--- src/rtl/fwd_hazard_unit_n.sv ---
// N-lane forwarding and hazard unit: EXE/ID forward selects, load-use and branch
// stalls, multiply/divide busy tracking and a saturating stall-cycle counter.
//
// state | meaning
// IDLE  | MD unit free, md_cnt held at 0
// BUSY  | MD op in flight, md_cnt counts down remaining cycles
module fwd_hazard_unit_n #(
   parameter int NUM_LANES  = 2,
   parameter int REG_AW     = 5,
   parameter int LANE_W     = 1,
   parameter int MD_LATENCY = 4,
   parameter int CNT_W      = 16
) (
   input  logic                              clk,
   input  logic                              rst_n,
   input  logic [NUM_LANES*REG_AW-1:0]       rs_id,
   input  logic [NUM_LANES*REG_AW-1:0]       rt_id,
   input  logic [NUM_LANES-1:0]              branch_id,
   input  logic [NUM_LANES-1:0]              uses_hilo_id,
   input  logic [NUM_LANES*REG_AW-1:0]       rs_exe,
   input  logic [NUM_LANES*REG_AW-1:0]       rt_exe,
   input  logic [NUM_LANES-1:0]              regwrite_exe,
   input  logic [NUM_LANES-1:0]              memread_exe,
   input  logic [NUM_LANES*REG_AW-1:0]       writereg_exe,
   input  logic                              md_start_exe,
   input  logic [NUM_LANES-1:0]              regwrite_mem,
   input  logic [NUM_LANES-1:0]              memread_mem,
   input  logic [NUM_LANES*REG_AW-1:0]       writereg_mem,
   input  logic [NUM_LANES-1:0]              regwrite_wb,
   input  logic [NUM_LANES*REG_AW-1:0]       writereg_wb,
   output logic [NUM_LANES*(2+LANE_W)-1:0]   fwd_a_exe,
   output logic [NUM_LANES*(2+LANE_W)-1:0]   fwd_b_exe,
   output logic [NUM_LANES*(2+LANE_W)-1:0]   fwd_a_id,
   output logic [NUM_LANES*(2+LANE_W)-1:0]   fwd_b_id,
   output logic                              stall_pc,
   output logic                              stall_id,
   output logic                              bubble_exe,
   output logic                              md_busy,
   output logic [CNT_W-1:0]                  stall_cnt
);

   localparam int FW  = 2 + LANE_W;
   localparam int MDW = $clog2(MD_LATENCY + 1);

   typedef enum logic {IDLE = 1'b0, BUSY = 1'b1} md_state_t;

   md_state_t        state_q, state_d;
   logic [MDW-1:0]   md_cnt_q, md_cnt_d;
   logic [CNT_W-1:0] stall_cnt_q, stall_cnt_d;
   logic             stall;
   logic             h_load, h_br_exe, h_br_mem, h_md;

   // WB scanned first so MEM overrides it; ascending lane order lets the youngest lane win.
   function automatic logic [FW-1:0] fwd_sel(
      input logic [REG_AW-1:0]           src,
      input logic [NUM_LANES-1:0]        we_mem,
      input logic [NUM_LANES*REG_AW-1:0] wr_mem,
      input logic [NUM_LANES-1:0]        we_wb,
      input logic [NUM_LANES*REG_AW-1:0] wr_wb
   );
      logic [FW-1:0] sel;
      sel = '0;
      if (src != '0) begin
         for (int j = 0; j < NUM_LANES; j++)
            if (we_wb[j] && wr_wb[j*REG_AW +: REG_AW] == src)
               sel = {LANE_W'(j), 2'b01};
         for (int j = 0; j < NUM_LANES; j++)
            if (we_mem[j] && wr_mem[j*REG_AW +: REG_AW] == src)
               sel = {LANE_W'(j), 2'b10};
      end
      return sel;
   endfunction

   always_comb begin
      fwd_a_exe = '0;
      fwd_b_exe = '0;
      fwd_a_id  = '0;
      fwd_b_id  = '0;
      for (int k = 0; k < NUM_LANES; k++) begin
         fwd_a_exe[k*FW +: FW] = fwd_sel(rs_exe[k*REG_AW +: REG_AW], regwrite_mem, writereg_mem,
                                         regwrite_wb, writereg_wb);
         fwd_b_exe[k*FW +: FW] = fwd_sel(rt_exe[k*REG_AW +: REG_AW], regwrite_mem, writereg_mem,
                                         regwrite_wb, writereg_wb);
         fwd_a_id[k*FW +: FW]  = fwd_sel(rs_id[k*REG_AW +: REG_AW], regwrite_mem, writereg_mem,
                                         regwrite_wb, writereg_wb);
         fwd_b_id[k*FW +: FW]  = fwd_sel(rt_id[k*REG_AW +: REG_AW], regwrite_mem, writereg_mem,
                                         regwrite_wb, writereg_wb);
      end
   end

   always_comb begin
      logic [REG_AW-1:0] rs, rt, we, wm;
      h_load   = 1'b0;
      h_br_exe = 1'b0;
      h_br_mem = 1'b0;
      h_md     = 1'b0;
      for (int k = 0; k < NUM_LANES; k++) begin
         rs = rs_id[k*REG_AW +: REG_AW];
         rt = rt_id[k*REG_AW +: REG_AW];
         if (uses_hilo_id[k] && (md_busy || md_start_exe))
            h_md = 1'b1;
         for (int j = 0; j < NUM_LANES; j++) begin
            we = writereg_exe[j*REG_AW +: REG_AW];
            wm = writereg_mem[j*REG_AW +: REG_AW];
            if (regwrite_exe[j] && memread_exe[j] &&
                ((rs != '0 && rs == we) || (rt != '0 && rt == we)))
               h_load = 1'b1;
            if (branch_id[k] && regwrite_exe[j] &&
                ((rs != '0 && rs == we) || (rt != '0 && rt == we)))
               h_br_exe = 1'b1;
            if (branch_id[k] && regwrite_mem[j] && memread_mem[j] &&
                ((rs != '0 && rs == wm) || (rt != '0 && rt == wm)))
               h_br_mem = 1'b1;
         end
      end
   end

   assign stall      = h_load | h_br_exe | h_br_mem | h_md;
   assign stall_pc   = stall;
   assign stall_id   = stall;
   assign bubble_exe = stall;

   // A start while BUSY cannot be a real issue (H_MD holds it back), so it is dropped.
   always_comb begin
      state_d  = state_q;
      md_cnt_d = md_cnt_q;
      case (state_q)
         IDLE: if (md_start_exe) begin
            state_d  = BUSY;
            md_cnt_d = MDW'(MD_LATENCY - 1);
         end
         BUSY: if (md_cnt_q != '0) md_cnt_d = md_cnt_q - 1'b1;
               else                state_d  = IDLE;
         default: begin
            state_d  = IDLE;
            md_cnt_d = '0;
         end
      endcase
   end

   always_comb begin
      stall_cnt_d = stall_cnt_q;
      if (stall && stall_cnt_q != '1)
         stall_cnt_d = stall_cnt_q + 1'b1;
   end

   always_ff @(posedge clk or negedge rst_n) begin
      if (!rst_n) begin
         state_q     <= IDLE;
         md_cnt_q    <= '0;
         stall_cnt_q <= '0;
      end else begin
         state_q     <= state_d;
         md_cnt_q    <= md_cnt_d;
         stall_cnt_q <= stall_cnt_d;
      end
   end

   assign md_busy   = (state_q == BUSY);
   assign stall_cnt = stall_cnt_q;

endmodule

--- config.mk ---
export PLATFORM = sky130hd
export DESIGN_NAME = fwd_hazard_unit_n
export DESIGN_NICKNAME = d
export VERILOG_FILES = /design/src/rtl/fwd_hazard_unit_n.sv
export SDC_FILE = /design/constraint.sdc
export NUM_CORES = 1
export LEC_CHECK = 0
export CAP_MARGIN = 10
export CELL_PAD_IN_SITES_DETAIL_PLACEMENT = 0
export CELL_PAD_IN_SITES_GLOBAL_PLACEMENT = 1
export CORE_UTILIZATION = 35
export DETAILED_ROUTE_END_ITERATION = 10
export PLACE_DENSITY = 0.92
export SYNTH_ARGS = -nofsm -noshare
export SYNTH_HDL_FRONTEND = slang
export SYNTH_SLANG_ARGS = --single-unit
export TNS_END_PERCENT = 20
--- constraint.sdc ---
create_clock -name clk -period 6.1 [get_ports clk]
set_input_delay 0.915 -clock clk [delete_from_list [all_inputs] [get_ports clk]]
set_output_delay 0.915 -clock clk [all_outputs]
set_load 0.02 [all_outputs]
==> run metrics <==
status=finished, violations left; failing checks=DRC; CP bufs+invs=5; Slew Viols, Final=0; max incr delay on CP=0.66 ns; Non-Filler Instances=744; DIE WIDTH=110.1 microns; area share of the largest cell type after synthesis=29.35%; Avg Inst Size Synth=7.598 sq um; Cell Area, Synth=between 4000 and 5000 sq um; critical path's top delay family=buffers and inverters; initial antenna violation count=0; Inserted Clock Buffers=3; type of the worst min-delay path=reg -> reg; syn nets=628; via count=4042; ant diodes=0; clk slew on worst S/H paths=0.05 ns; 1st-pass router iterations=7; core region area=11420 sq um; CTS Sinks=20; Final GP Congestion=0.9316; Fin Hold WS=0.5149 ns; max-cap violations=0; post-CTS setup repair buffer count=0; Worst Path Required=slightly above 5 ns; vias per cell=5.433; Reg2Reg Depth=6; switching share of power=approximately 40%; dpl cell area=5240 sq um; fin crit share=slightly above 80%; top-count cell post-synth=xor2_1; worst path cell trace=clkdlybuf4s50_1 -> or4_4 -> nor2_4 -> inv_1 -> a22oi_1 -> o221ai_2 -> nor4_4 -> buf_4 -> inv_1 -> clkdlybuf4s50_1; # rows=39; Leakage=2.031 nW; Post-CTS Hold Fix Bufs=0; Least-Margin Pin Slew=0.8796 ns; RSZ-0062 raised after global routing=false; starting density of the core=a little over a third; clock power share=between 10% and 20%; gr usage total=22.61%; final setup vio count=0; Setup TNS=0 ns; CTS resizes=0; placed instance count=740; Slew HR=between 40% and 50%; DP Wirelength=10.34 mm; I/O pin count=131; Overall Power=0.8891 mW; global-route wire length before repair=21.22 mm; Mapped Cells=538; CP startpoint kind=input port; final hold vios=0; post-route setup slack=between 1 and 1.5 ns; crit path capture type=output port; Worst path depth=10; gr ovfl total=0; pre-CTS setup slack=1.200 ns; Post-Layout Inst Area=5329 sq um; Die Area=between 10000 and 15000 sq um; worst hold stages=1; post-route ant nets=0; port bufs=130; critical path data arrival time=4.00 ns; synth top area cells=xor2_1, xnor2_1, dfrtp_1; Synth Flop Type=dfrtp_1; Peak VDD IR=approximately 0.23 mV; final wirelength=13.53 mm; Clock Skews=0.004077 ns; Cell Pwr Density=~170 nW/um^2; Commonest cells post-synth=xor2_1, xnor2_1, clkbuf_1; post-synthesis register bit count=20; WS Path Type=in -> out; Post-synth EDFFs=0; Clock Latency Late Sink=0.25 ns; CTS root buf=clkbuf_16; Max clock buf depth=2; CTS tree=built; NetSw=0.3661 mW; wire per inst=18.18 microns; yosys warns=0; Fmax=203.5 MHz; combinational share of power=about three fifths; sequential fraction of the synthesis area=12.24%; largest area contributor in the netlist=xor2_1; Synth async-reset ratio=100.0%; critical path's slowest cell=clkdlybuf4s50_1; fin crit period=just under 5 ns; P_int=0.5230 mW; vias in the first global route=4008; utilization after layout=a little under half; Nets=just under 700; Remaining DRCs=2; chip height=110.1 microns; unique cell type count in the Yosys netlist=39; Flop pwr share=about a quarter; CTS H-tree depth=1; initial detailed-routing violation count=248; Max Fanout on Critical Path=15; P&R area growth vs syn=30.36%; layout cells sized above 1=4.326%; largest net degree at the start of global routing=21
[power groups by stage]
| stage | registers (mW) | clock network [mW] | logic (mW) |
|---|---|---|---|
| finish | 0.222 | 0.149 | 0.518 |
| global route | 0.228 | 0.157 | 0.564 |
| CTS | 0.222 | 0.152 | 0.520 |
| detailed placement | 0.222 | 0 | 0.517 |
| global placement | 0.221 | 0 | 0.499 |
| floorplan | 0.248 | 0 | 0.300 |
[flip-flops by register name, summed over array words and instances (netlist names)]
name,flops
md_busy,1
md_cnt_q,3
stall_cnt,16
[cell type report]
class	count	area, sq um
sequential	20	500.5
multi-input combinational	433	3203
timing repair buffer	131	1309
tap	143	178.9
clock buffer	4	88.84
inverter	13	48.80
fill	1150	6090
[cell usage in the layout, fill, tap and decap left out, types with 4 or more instances in the layout]
master           count
nor2_1              22
and3_1              20
or4_1                4
mux2_2               5
clkdlybuf4s50_1    130
a22oi_1              6
or4_4                4
nor3_1              16
nor3b_1              5
a31oi_1              9
inv_1               12
nor4_1              34
o221ai_1             4
dfrtp_1             20
a21oi_1             14
xnor2_1             72
nand2_1             29
xor2_1             137
nor2_4               4
nand3_1             26
[cell families after synthesis]
group,after synthesis,synth area share [%]
buffers and inverters,85,9.397
AO/OA/AOI/OAI,39,6.336
AND/OR/NAND/NOR,174,23.97
flip-flops,20,12.24
adder cells (fa/ha/maj),3,0.9184
multiplexers,8,2.357
XOR/XNOR,209,44.78
[layer usage]
layer	global-route usage, %	vias to the layer above	wire length (microns)	part of all wire, %
li1	-	1915	-	-
met1	29.73	1952	5961	44
met2	39.82	153	6544	48
met3	1.940	22	781	5.8
met4	5.238	0	238	1.8
met5	0	-	0	0
[final timing paths]
path | from | end | slack (ns)
min in group asynchronous | rst_n | stall_cnt[13] | 1.16
hold / removal | stall_cnt[4] | stall_cnt[4] | 0.51
setup reg to reg | stall_cnt[0] | stall_cnt[7] | 3.80
max in group asynchronous | rst_n | stall_cnt[2] | 4.40
hold reg to reg | stall_cnt[4] | stall_cnt[4] | 0.51
setup / recovery | rt_id[2] | bubble_exe | 1.19
Note: power is estimated with default switching activity, not from simulation.
